--- src/rtl/riscv_wb_select.sv ---
// Priority select over the snooped write-back ports: reports whether any port
// writes the watched register this cycle and which data wins.
module riscv_wb_select #(
    parameter int XLEN      = 64,
    parameter int CHANNELS  = 2,
    parameter int WATCH_REG = 3
) (
    input  logic [CHANNELS-1:0]      valid,
    input  logic [CHANNELS-1:0]      we,
    input  logic [CHANNELS*5-1:0]    addr,
    input  logic [CHANNELS*XLEN-1:0] data,
    output logic                     hit,
    output logic [XLEN-1:0]          hit_data
);

    localparam logic [4:0] WATCH_IDX = 5'(WATCH_REG);

    // Ascending scan so the highest (youngest) hitting channel overrides older ones.
    always_comb begin
        hit      = 1'b0;
        hit_data = '0;
        for (int i = 0; i < CHANNELS; i++) begin
            if (valid[i] && we[i] && (addr[5*i +: 5] == WATCH_IDX) && (addr[5*i +: 5] != 5'd0)) begin
                hit      = 1'b1;
                hit_data = data[XLEN*i +: XLEN];
            end
        end
    end

endmodule

--- config.mk ---
export PLATFORM = sky130hd
export DESIGN_NAME = riscv_wb_select
export DESIGN_NICKNAME = d
export VERILOG_FILES = /design/src/rtl/riscv_wb_select.sv
export SDC_FILE = /design/constraint.sdc
export NUM_CORES = 1
export LEC_CHECK = 0
export BUFFER_PORTS_ARGS = -buffer_cell sky130_fd_sc_hd__buf_2
export CAP_MARGIN = 20
export CORE_AREA = 3 3 79 81
export DETAILED_ROUTE_END_ITERATION = 10
export DIE_AREA = 0 0 82 84
export PLACE_DENSITY = 0.67
export SYNTH_ARGS = -nofsm -noshare
export SYNTH_HDL_FRONTEND = slang
export SYNTH_SLANG_ARGS = --single-unit
--- constraint.sdc ---
create_clock -name vclk -period 2.5
set_clock_uncertainty 0.15 [all_clocks]
set_input_delay 0.375 -clock vclk [all_inputs]
set_output_delay 0.375 -clock vclk [all_outputs]
set_load 0.1 [all_outputs]
After elaboration in Yosys (flattened, before gate mapping)
Cells that the tools add are included.
{ "op_classes": {"n_div": 0, "eq_ne": 2, "muxes": 4, "bitwise_logic": 0, "n_reduce_logical": 8, "multipliers": 0, "order_cmp": 0, "add_sub_neg": 0, "shift": 0} }
{ "ops": {"columns": ["cell", "n"], "rows": [
  ["two-way mux 64 bit", 2],
  ["equality test 5 x 2 -> 1 bit (second input constant)", 2],
  ["nonzero test 5 bit", 2],
  ["logical AND 1 bit", 6],
  ["two-way mux 1 bit", 2]
]} }
{ "totals": {"ramBits": 0, "regBits": 0, "latchBits": 0, "rom_bits": 0, "n_memories": 0, "output_inout_bits": 65} }

Logic depth before layout (Yosys ltp)
{ "logic_depth": {"depth_word": 5, "depth_mapped": 5, "mapped_depth_nobuf": 3} }

Worst setup path before layout
No wires, ideal clock.
{ "synth_timing": {"path_type": "in2out", "startpoint": "input port addr[8]", "endpoint": "output port hit", "path_slack_ns": -0.756, "stages": 4, "path_buffers": 2, "arrival_time_ns": 2.731, "cell_sequence": "or4b_1 buf_2 clkbuf_1 o21bai_1"} }
{ "synth_via": {"elab_chain_cells": 4, "elab_cells_between_ends": 5, "cone_classes": "eq/ne (1); mux (1); reduce/logical (3)"} }
{ "synth_lines": {"columns": ["item", "line", "source"], "rows": [
  ["start, declared", "10", "input logic [CHANNELS*5-1:0] addr,"],
  ["equality test 5 x 2 -> 1 bit", "23", "if (valid[i] && we[i] && (addr[5*i +: 5] == WATCH_IDX) && (addr[5*i +: 5] != 5'd0)) begin"],
  ["logical AND 1 bit", "23", null],
  ["logical AND 1 bit *", "23", null],
  ["two-way mux 1 bit *", "23", null],
  ["end, declared", "12", "output logic hit,"]
]} }
Mark *: on every way between the ends. The rest lies on a longest branch, timed or not.

Worst setup path in the final report
{ "layout_timing": {"startpoint": "input port addr[8]", "endpoint": "output port hit_data[48]"} }
{ "layout_via": {"elab_chain_cells": 4, "elab_cells_between_ends": 5, "cone_classes": "eq/ne (1); mux (1); reduce/logical (3)"} }
{ "layout_lines": {"columns": ["item", "line", "source"], "rows": [
  ["equality test 5 x 2 -> 1 bit", "23", null],
  ["logical AND 1 bit", "23", null],
  ["logical AND 1 bit *", "23", null],
  ["two-way mux 64 bit *", "23", null],
  ["end, declared", "13", "output logic [XLEN-1:0] hit_data"]
]} }
Marks and branches as above.

==> flow_metrics.env <==
export IMPL_status="finished clean"
export IMPL_routedWlPerCell_um=14.1
export IMPL_fin_tns_setup_ps=0
export IMPL_drtIter0Drc=78
export IMPL_synth_nets=368
export IMPL_portBuffers=207
export IMPL_synth_cell_types=14
export IMPL_nFlopsAndLatches=0
export IMPL_slew_headroom_pct=75.6
export IMPL_holdPathStages=3
export IMPL_io_pins=207
export IMPL_grt_setup_unrepaired="false"
export IMPL_power_density_nw_per_um2=86.2
export IMPL_ys_seq_area_share_pct=0
export IMPL_syn_area_um2=1320
export IMPL_start_util_pct=23.8
export IMPL_worst_ep_required_time_ps=1980
export IMPL_finalPower_uw=244
export IMPL_place_ws_ps=-302
export IMPL_yosys_warnings=0
export IMPL_diodes=0
export IMPL_coreArea_um2=5540
export IMPL_worst_pin_slew_ps=366
export IMPL_min_period_ps=2440
export IMPL_drt_antenna_violating_nets=0
export IMPL_grt_pass1_wl_mm=10.4
export IMPL_via_count=2349
export IMPL_final_area_um2=2830
export IMPL_setup_viol=0
export IMPL_post_cts_setup_buffers=0
export IMPL_fin_crit_sh_pct=97.7
export IMPL_rows=27
export IMPL_routed_wl_mm=6.86
export IMPL_area_delta_synth_final_pct=114
export IMPL_grt_ovfl_total=0
export IMPL_layout_drive_gt1_share_pct=69.5
export IMPL_grt_antenna_before_repair=0
export IMPL_gp_congestion=0.881
export IMPL_avgViaCountPerCell=4.84
export IMPL_maxCapViolCount=0
export IMPL_hp_start="data[36]"
export IMPL_drc=0
export IMPL_startpoint_type="input port"
export IMPL_die_x_um=82
export IMPL_final_cell_mix="buf_2, buf_6, inv_1, a31o_2, nor3_1"
export IMPL_track_usage_pct=18.0
export IMPL_endpoint_kind="primary output"
export IMPL_dp_hpwl_mm=5.02
export IMPL_min_to="hit_data[36]"
export IMPL_grt_pass1_vias=2336
export IMPL_clkbuf_count=0
export IMPL_synthCells=226
export IMPL_grt_max_degree=37
export IMPL_finalHoldViolCount=0
export IMPL_fmax_mhz=409
export IMPL_fin_nets=557
export IMPL_syn_avg_cell_area_um2=5.85
export IMPL_final_common_cell="buf_2"
export IMPL_worst_setup_path_type="input port to primary output"
export IMPL_layout_area_seq_um2=0
export IMPL_leakage_nw=1.62
export IMPL_fin_ws_ps=57.8
export IMPL_arrival_ps=1920
export IMPL_vdd_drop_max_uv=51.1
export IMPL_drv_slew=0
export IMPL_dr_pass1_iters=4
export IMPL_dieHeight_um=84
export IMPL_cp_max_fo=32
export IMPL_hold_path_class="input port to primary output"
export IMPL_dpl_cell_area_um2=2400
export IMPL_fp_dieArea_um2=6890
## area by class of cell
type | instances | area [um^2]
Timing Repair Buffer | 215 | 1540
Tap cell | 72 | 90.1
Fill cell | 550 | 2710
Multi-Input combinational cell | 134 | 958
Inverter | 64 | 240
## cell families after synthesis
logic type / after synthesis / share of synthesized area, %
AOI/OAI and AO/OA: 65 / 43.0
buffers and inverters: 92 / 30.2
and+or+nand+nor: 69 / 26.8
## per-stage QoR
stage / utilization (%) / instances / hold slack (ps)
final: 51.1 / 485 / 1030
after global routing: 51.1 / 485 / 1040
after CTS: 51.0 / 485 / 1030
after detailed placement: 43.4 / 485 / 1160
after global placement: 43.4 / 485 / 1160
after floorplan: - / 226 / 974
## synth_stat cells
library cell	count	area, um^2
nand3_1	1	5.00
o21bai_1	1	7.51
a31o_2	4	35.0
buf_2	1	5.00
inv_1	64	240
a31o_1	60	526
nand4_1	1	6.26
or2_1	1	6.26
nor4_1	1	6.26
buf_1	4	15.0
nor3_1	64	320
clkbuf_1	16	60.1
buf_6	7	78.8
or4b_1	1	10.0
## power by group
part           leakage [nW]  internal (mW)  switching, mW
Clock                     0              0              0
Sequential                0              0              0
Combinational          1.62          0.112          0.132
## worst max path at each step
stage | start | end | slack (ps) | cells after the start
finish | addr[8] | hit_data[48] | 60 | 6
global route | addr[8] | hit_data[48] | 20 | 6
CTS | addr[8] | hit_data[34] | 70 | 6
detailed placement | addr[8] | hit_data[32] | -300 | 6
global placement | addr[8] | hit_data[1] | -280 | 6
floorplan | addr[8] | hit | -180 | 4
## repair_timing
item                       in CTS  in global routing
setup endpoints to repair      64                  1
pin swaps                       1                  0
hold buffers                    0                  0
resized for setup             133                  1
## layer usage
| layer | vias to the layer above | share of wire [%] | global-route usage, % | routed length (um) |
|---|---|---|---|---|
| met4 | 0 | 1.3 | 2.27 | 87 |
| met2 | 110 | 55 | 37.7 | 3780 |
| met1 | 1067 | 35 | 18.5 | 2420 |
| met5 | - | 0 | 0 | 0 |
| li1 | 1164 | - | - | - |
| met3 | 8 | 8.4 | 1.73 | 573 |
## worst max-delay path, cell delays in order
cell and delay, ps:
buf_2 100, or4b_4 540, or2_4 270, buf_12 170, a31o_2 260, buf_6 180
Note: power is estimated with default switching activity, not from simulation.
